**src/rtl/raycast_pkg.sv**
```systemverilog
// raycast_pkg
//   Shared constants and helpers for the ray-cast column writer.
//   - Screen geometry and pixel width.
//   - Default ceiling/floor colours.
//   - Writer state enum.
//   - RGB565 halving helper used for side shading.
package raycast_pkg;

  localparam int PIXEL_WIDTH   = 16;
  localparam int SCREEN_WIDTH  = 320;
  localparam int SCREEN_HEIGHT = 180;

  localparam logic [15:0] CEIL_COLOR_DEFAULT  = 16'h4208;
  localparam logic [15:0] FLOOR_COLOR_DEFAULT = 16'h8410;

  typedef enum logic {
    IDLE,
    DRAW
  } state_t;

  // Halve each RGB565 channel independently so no bit bleeds from one
  // channel into the next (red lsb must not land in green msb, etc).
  function automatic logic [15:0] rgb565_halve(input logic [15:0] color);
    return {1'b0, color[15:12], 1'b0, color[10:6], 1'b0, color[4:1]};
  endfunction

endpackage

```
**src/rtl/column_span_calc.sv**
```systemverilog
// column_span_calc
//   Combinational wall-span placement for one column.
//   Ports:
//     i_wall_height  - requested wall height in rows
//     o_top          - first wall row
//     o_bottom       - first floor row (exclusive end of the wall)
//   The height is clamped to the screen, then centred; the odd spare row
//   of an uneven gap ends up below the wall because the shift floors.
module column_span_calc
  import raycast_pkg::*;
#(
  parameter int SCREEN_HEIGHT = raycast_pkg::SCREEN_HEIGHT
) (
  input  logic [7:0] i_wall_height,
  output logic [7:0] o_top,
  output logic [7:0] o_bottom
);

  localparam logic [7:0] HEIGHT = 8'(SCREEN_HEIGHT);

  logic [7:0] w_height;
  logic [7:0] w_gap;

  assign w_height = (i_wall_height > HEIGHT) ? HEIGHT : i_wall_height;
  assign w_gap    = HEIGHT - w_height;
  assign o_top    = w_gap >> 1;
  assign o_bottom = o_top + w_height;

endmodule

```
**src/rtl/ray_column_writer.sv**
```systemverilog
// ray_column_writer
//   Expands one ray-cast column descriptor into SCREEN_HEIGHT sequential
//   frame-buffer writes (ceiling, wall, floor), one pixel per clock.
//   Ports:
//     pixel_clk_in        - clock, rising edge
//     rst_in              - asynchronous active-high reset
//     column_valid_in     - column descriptor valid
//     column_ready_out    - column can be accepted this cycle
//     column_x_in         - screen column index
//     wall_height_in      - wall span height in rows
//     wall_color_in       - RGB565 wall colour
//     wall_side_in        - 1 = y-side hit, wall is shaded
//     ray_valid_out       - address/pixel valid (registered)
//     ray_address_out     - flat address x + SCREEN_WIDTH*y (registered)
//     ray_pixel_out       - RGB565 pixel (registered)
//     ray_last_pixel_out  - pulse on the bottom-right pixel of the frame
module ray_column_writer #(
  parameter int PIXEL_WIDTH   = raycast_pkg::PIXEL_WIDTH,
  parameter int SCREEN_WIDTH  = raycast_pkg::SCREEN_WIDTH,
  parameter int SCREEN_HEIGHT = raycast_pkg::SCREEN_HEIGHT,
  parameter logic [PIXEL_WIDTH-1:0] CEIL_COLOR  = raycast_pkg::CEIL_COLOR_DEFAULT,
  parameter logic [PIXEL_WIDTH-1:0] FLOOR_COLOR = raycast_pkg::FLOOR_COLOR_DEFAULT
) (
  input  logic                   pixel_clk_in,
  input  logic                   rst_in,
  input  logic                   column_valid_in,
  output logic                   column_ready_out,
  input  logic [8:0]             column_x_in,
  input  logic [7:0]             wall_height_in,
  input  logic [15:0]            wall_color_in,
  input  logic                   wall_side_in,
  output logic                   ray_valid_out,
  output logic [15:0]            ray_address_out,
  output logic [PIXEL_WIDTH-1:0] ray_pixel_out,
  output logic                   ray_last_pixel_out
);

  import raycast_pkg::*;

  localparam logic [7:0]  LAST_ROW     = 8'(SCREEN_HEIGHT - 1);
  localparam logic [8:0]  COLUMN_LIMIT = 9'(SCREEN_WIDTH);
  localparam logic [8:0]  LAST_COLUMN  = 9'(SCREEN_WIDTH - 1);
  localparam logic [15:0] ROW_STRIDE   = 16'(SCREEN_WIDTH);

  state_t r_state;
  state_t w_next_state;

  logic                   w_ready;
  logic                   w_load;
  logic                   w_last_row;
  logic [7:0]             w_span_top;
  logic [7:0]             w_span_bottom;
  logic [PIXEL_WIDTH-1:0] w_pixel;

  logic [7:0]             r_y;
  logic [15:0]            r_addr;
  logic [8:0]             r_x;
  logic [PIXEL_WIDTH-1:0] r_wall_color;
  logic [7:0]             r_top;
  logic [7:0]             r_bottom;

  logic                   r_valid;
  logic [15:0]            r_address;
  logic [PIXEL_WIDTH-1:0] r_pixel;
  logic                   r_last;

  column_span_calc #(
    .SCREEN_HEIGHT(SCREEN_HEIGHT)
  ) u_span (
    .i_wall_height(wall_height_in),
    .o_top        (w_span_top),
    .o_bottom     (w_span_bottom)
  );

  assign w_last_row = (r_state == DRAW) && (r_y == LAST_ROW);

  // State register.
  always_ff @(posedge pixel_clk_in or posedge rst_in) begin
    if (rst_in) begin
      r_state <= IDLE;
    end else begin
      r_state <= w_next_state;
    end
  end

  // Next-state and handshake. Ready is also raised on the final row so a
  // new column can be taken on the same edge that emits row 179, which is
  // what keeps back-to-back columns bubble-free. An out-of-range column is
  // still handshaken but never loaded, so the writer falls back to IDLE.
  always_comb begin
    w_next_state = r_state;
    w_ready      = 1'b0;
    w_load       = 1'b0;
    unique case (r_state)
      IDLE: begin
        w_ready = 1'b1;
      end
      DRAW: begin
        if (r_y == LAST_ROW) begin
          w_ready      = 1'b1;
          w_next_state = IDLE;
        end
      end
      default: begin
        w_next_state = IDLE;
      end
    endcase
    if (w_ready && column_valid_in && (column_x_in < COLUMN_LIMIT)) begin
      w_load       = 1'b1;
      w_next_state = DRAW;
    end
  end

  // Row colour selection against the span captured for this column.
  always_comb begin
    w_pixel = FLOOR_COLOR;
    if (r_y < r_top) begin
      w_pixel = CEIL_COLOR;
    end else if (r_y < r_bottom) begin
      w_pixel = r_wall_color;
    end
  end

  // Column datapath and registered outputs. The address is accumulated one
  // row stride at a time instead of multiplying x + width*y. A load on the
  // final-row edge overrides the row/address advance so the new column
  // starts cleanly at y=0 while the old column's last row is still emitted.
  always_ff @(posedge pixel_clk_in or posedge rst_in) begin
    if (rst_in) begin
      r_y          <= '0;
      r_addr       <= '0;
      r_x          <= '0;
      r_wall_color <= '0;
      r_top        <= '0;
      r_bottom     <= '0;
      r_valid      <= 1'b0;
      r_address    <= '0;
      r_pixel      <= '0;
      r_last       <= 1'b0;
    end else begin
      if (r_state == DRAW) begin
        r_valid   <= 1'b1;
        r_address <= r_addr;
        r_pixel   <= w_pixel;
        r_last    <= w_last_row && (r_x == LAST_COLUMN);
        if (w_last_row) begin
          r_y <= '0;
        end else begin
          r_y <= r_y + 8'd1;
        end
        r_addr <= r_addr + ROW_STRIDE;
      end else begin
        r_valid <= 1'b0;
        r_last  <= 1'b0;
      end

      if (w_load) begin
        r_x          <= column_x_in;
        r_wall_color <= wall_side_in ? rgb565_halve(wall_color_in) : wall_color_in;
        r_top        <= w_span_top;
        r_bottom     <= w_span_bottom;
        r_y          <= '0;
        r_addr       <= {7'd0, column_x_in};
      end
    end
  end

  assign column_ready_out   = w_ready;
  assign ray_valid_out      = r_valid;
  assign ray_address_out    = r_address;
  assign ray_pixel_out      = r_pixel;
  assign ray_last_pixel_out = r_last;

endmodule

```
**config.mk**
```make
export PLATFORM = sky130hd
export DESIGN_NAME = ray_column_writer
export DESIGN_NICKNAME = d
export VERILOG_FILES = /design/src/rtl/raycast_pkg.sv /design/src/rtl/column_span_calc.sv /design/src/rtl/ray_column_writer.sv
export SDC_FILE = /design/constraint.sdc
export NUM_CORES = 1
export LEC_CHECK = 0
export CORE_MARGIN = 1
export CORE_UTILIZATION = 50
export CTS_BUF_LIST = sky130_fd_sc_hd__clkbuf_4
export DETAILED_ROUTE_END_ITERATION = 10
export PLACE_DENSITY = 0.74
export SLEW_MARGIN = 30
export SYNTH_ARGS = -nofsm -noshare
export SYNTH_HDL_FRONTEND = slang
export SYNTH_SLANG_ARGS = --single-unit
```
**constraint.sdc**
```tcl
create_clock -name pixel_clk_in -period 5.11 [get_ports pixel_clk_in]
set_clock_uncertainty 0.1 [all_clocks]
set_input_delay 1.022 -clock pixel_clk_in [delete_from_list [all_inputs] [get_ports pixel_clk_in]]
set_output_delay 1.022 -clock pixel_clk_in [all_outputs]
set_load 0.02 [all_outputs]
```
==> run_results.csv <==
group,metric,value,unit
clocking,postCtsHoldBufs,0,
grt,grt_antenna_before_repair,0,
detailed_routing,drt_iter0_markers,163,
critical_path,required,5.36,ns
layout,num_antenna_cells,0,
synth,synth.top_cells.by_count,"dfrtp_1, nand2_1, nor2_1, inv_1, o21ai_0",
placement,hpwl,7.028,mm
die,core,9415,um2
detailed_routing,postRouteAntennaNets,0,
status,outcome,"completed",
layout,drive_above_1_share,8.791,%
die,die_area,10260,um2
timing,relSlewSlack,43.93,%
critical_path,cp-end-kind,"flop",
timing,setup_slack,0.7057,ns
die,initial_core_util,52.37,%
detailed_routing,wl,9.855,mm
power_and_ir_drop,power_frac_seq,54.0,%
power_and_ir_drop,p_int,1.211,mW
synth,yosysTopAreaCell,"dfrtp_1",
critical_path,startpoint_type,"primary input",
clocking,cts_setup_buffers,0,
timing,finalSetupTns,0,ns
clocking,cts_root_buf,"clkbuf_4",
synth,synth_area_leaders,"dfrtp_1, nand2_1, ha_1, mux2_2, mux2i_1",
timing,hold_violations,0,
grt,grt-ovfl-total,0,
placement,io_buffers,71,
detailed_routing,vias,3699,
synth,ys_seq_area_share,50.24,%
clocking,cts_buffers,9,
synth,synth_nets,536,
power_and_ir_drop,p_switching,545.3,uW
detailed_routing,drc,0,
synth,synth_cell_types,56,
grt,grt_use_total,20.90,%
timing,fmax,0.2271,GHz
timing,worst_pin_slew,0.8385,ns
grt,grt_pass1_wl,16.79,mm
power_and_ir_drop,power.share.switching,31.04,%
timing,slew_viol_final,0,
detailed_routing,wl_per_cell,14.60,um
power_and_ir_drop,clkPwrFrac,22.0,%
critical_path,path_class,"primary input to flop",
detailed_routing,drtPass1Iterations,5,
synth,synth_area,4931,um2
grt,grt_max_degree,85,
layout,final_area,5848,um2
timing,fin_crit_sh,86.19,%
power_and_ir_drop,comb_power_share,24.0,%
synth,async_flop_share,100.0,%
synth,ys_seq_elements,99,
synth,yosysMostFrequentCell,"dfrtp_1",
timing,period_minus_slack,4.404,ns
clocking,cts.htree.levels,3,
synth,yosys_warnings,0,
job,cap_violations,0,
die,ios,72,
clocking,cts_resized,0,
power_and_ir_drop,p_per_area,300.4,nW/um2
clocking,clkLatencyLatePin,0.44,ns
clocking,cts_sinks,99,
critical_path,arrival,4.65,ns
timing,setup_viol,0,
synth,synth_edf_count,0,
layout,layout.nets,600,
placement,place_ws,0.2704,ns
critical_path,critPathMaxFanout,9,
min_path,worstHoldPathType,"flop to flop",
synth,synthCells,477,
detailed_routing,vias_per_cell,5.480,
grt,grt_pass1_vias,3618,
power_and_ir_drop,leakagePower,2.670,nW
die,die_w,101.3,um
clocking,cts_tree,"done",
synth,synth.avg_cell_area,10.34,um2
die,core.rowCount,35,
timing,rsz0062_at_grt,"no",
placement,placed_cell_area,5720,um2
die,fp.dieH,101.3,um
synth,ys.flop_type,"dfrtp_1",
clocking,clockBufferDepth,2,
clocking,path_clk_slew,0.17,ns
layout,area_growth,18.60,%
placement,gp_congestion,0.9008,
synth,synth_top_area_share,50.24,%
power_and_ir_drop,ir_drop,0.2492,mV
[routing by layer]
layer / part of all wire (%) / up-vias / global-route usage [%] / wire [um]
met4: 2.0 / 0 / 7.915 / 194
met2: 47 / 77 / 33.59 / 4639
met5: 0 / - / 0 / 0
met1: 47 / 1800 / 28.28 / 4658
li1: - / 1803 / - / -
met3: 3.7 / 19 / 4.003 / 363
[worst paths after layout]
kind / from / endpoint / slack, ns / depth (start not counted)
setup / recovery: wall_height_in[6] / r_bottom[7] / 0.71 / 17
hold / removal: r_wall_color[2] / ray_pixel_out[2] / 0.39 / 1
setup reg to reg: r_y[4] / r_wall_color[15] / 2.46 / 6
hold reg to reg: r_wall_color[2] / ray_pixel_out[2] / 0.39 / 1
max in group asynchronous: rst_in / ray_pixel_out[4] / 3.21 / 3
min in group asynchronous: rst_in / r_wall_color[5] / 0.92 / 2
[metrics by stage]
| stage | util [%] | std cells | power [mW] | hold slack (ns) |
|---|---|---|---|---|
| floorplan | - | 477 | 1.221 | 0.2487 |
| global placement | 60.73 | 659 | 1.375 | 0.3560 |
| detailed placement | 60.76 | 659 | 1.389 | 0.3582 |
| CTS | 62.11 | 675 | 1.776 | 0.3901 |
| global route | 62.11 | 675 | 1.864 | 0.4081 |
| finish | 62.11 | 675 | 1.757 | 0.3929 |
[flip-flops by register name (all words and copies together) (netlist names)]
register and cells:
r_addr 16, r_bottom 8, r_state 1, r_top 7, r_wall_color 16, r_x 9, r_y 8, ray_address_out 16
ray_last_pixel_out 1, ray_pixel_out 16, ray_valid_out 1
[power by group through the flow]
stage | Clock, mW | Sequential, mW | Combinational (mW)
floorplan | 0 | 0.996 | 0.225
global placement | 0 | 0.961 | 0.415
detailed placement | 0 | 0.964 | 0.424
CTS | 0.401 | 0.949 | 0.426
global route | 0.433 | 0.965 | 0.466
finish | 0.387 | 0.948 | 0.421
[cells by family (layout without fill, tap and decap cells)]
| kind of cell | after synthesis | count (layout) | synth area share (%) |
|---|---|---|---|
| fa+ha+maj | 22 | 22 | 5.582 |
| buf+inv | 46 | 115 | 4.212 |
| compound gates | 110 | 110 | 15.83 |
| flops | 99 | 99 | 50.24 |
| simple gates | 150 | 150 | 13.96 |
| xor+xnor | 17 | 17 | 3.020 |
| mux | 33 | 33 | 7.155 |
[worst max-delay path, stage by stage]
cell	delay [ns]
clkdlybuf4s50_1	0.66
a21o_1	0.15
and2_1	0.18
o31ai_1	0.09
buf_4	0.18
nand2_1	0.12
ha_1	0.28
o21ai_0	0.19
a21o_1	0.19
a2bb2oi_1	0.15
o22ai_1	0.12
ha_1	0.36
and3_4	0.19
a22o_1	0.22
a211oi_2	0.23
nor3_1	0.07
o31a_1	0.25
[area by class of cell]
| class | instances | area (um2) |
|---|---|---|
| sequential | 99 | 2477 |
| fill | 792 | 3567 |
| timing repair buffer | 75 | 740.7 |
| clock buffer | 10 | 75.07 |
| multi-input combinational | 332 | 2246 |
| tap | 129 | 161.4 |
| clock inverter | 6 | 52.55 |
| inverter | 24 | 95.09 |
[placed cells by master, fill, tap and decap left out, types with 13 or more instances in the layout]
cell,count
inv_1,23
a21oi_1,18
ha_1,22
o21ai_0,23
mux2_2,18
clkdlybuf4s50_1,71
nor2_1,32
mux2i_1,15
dfrtp_1,99
a22o_1,13
nand2_1,74
Power figures use the tool's default switching activity.
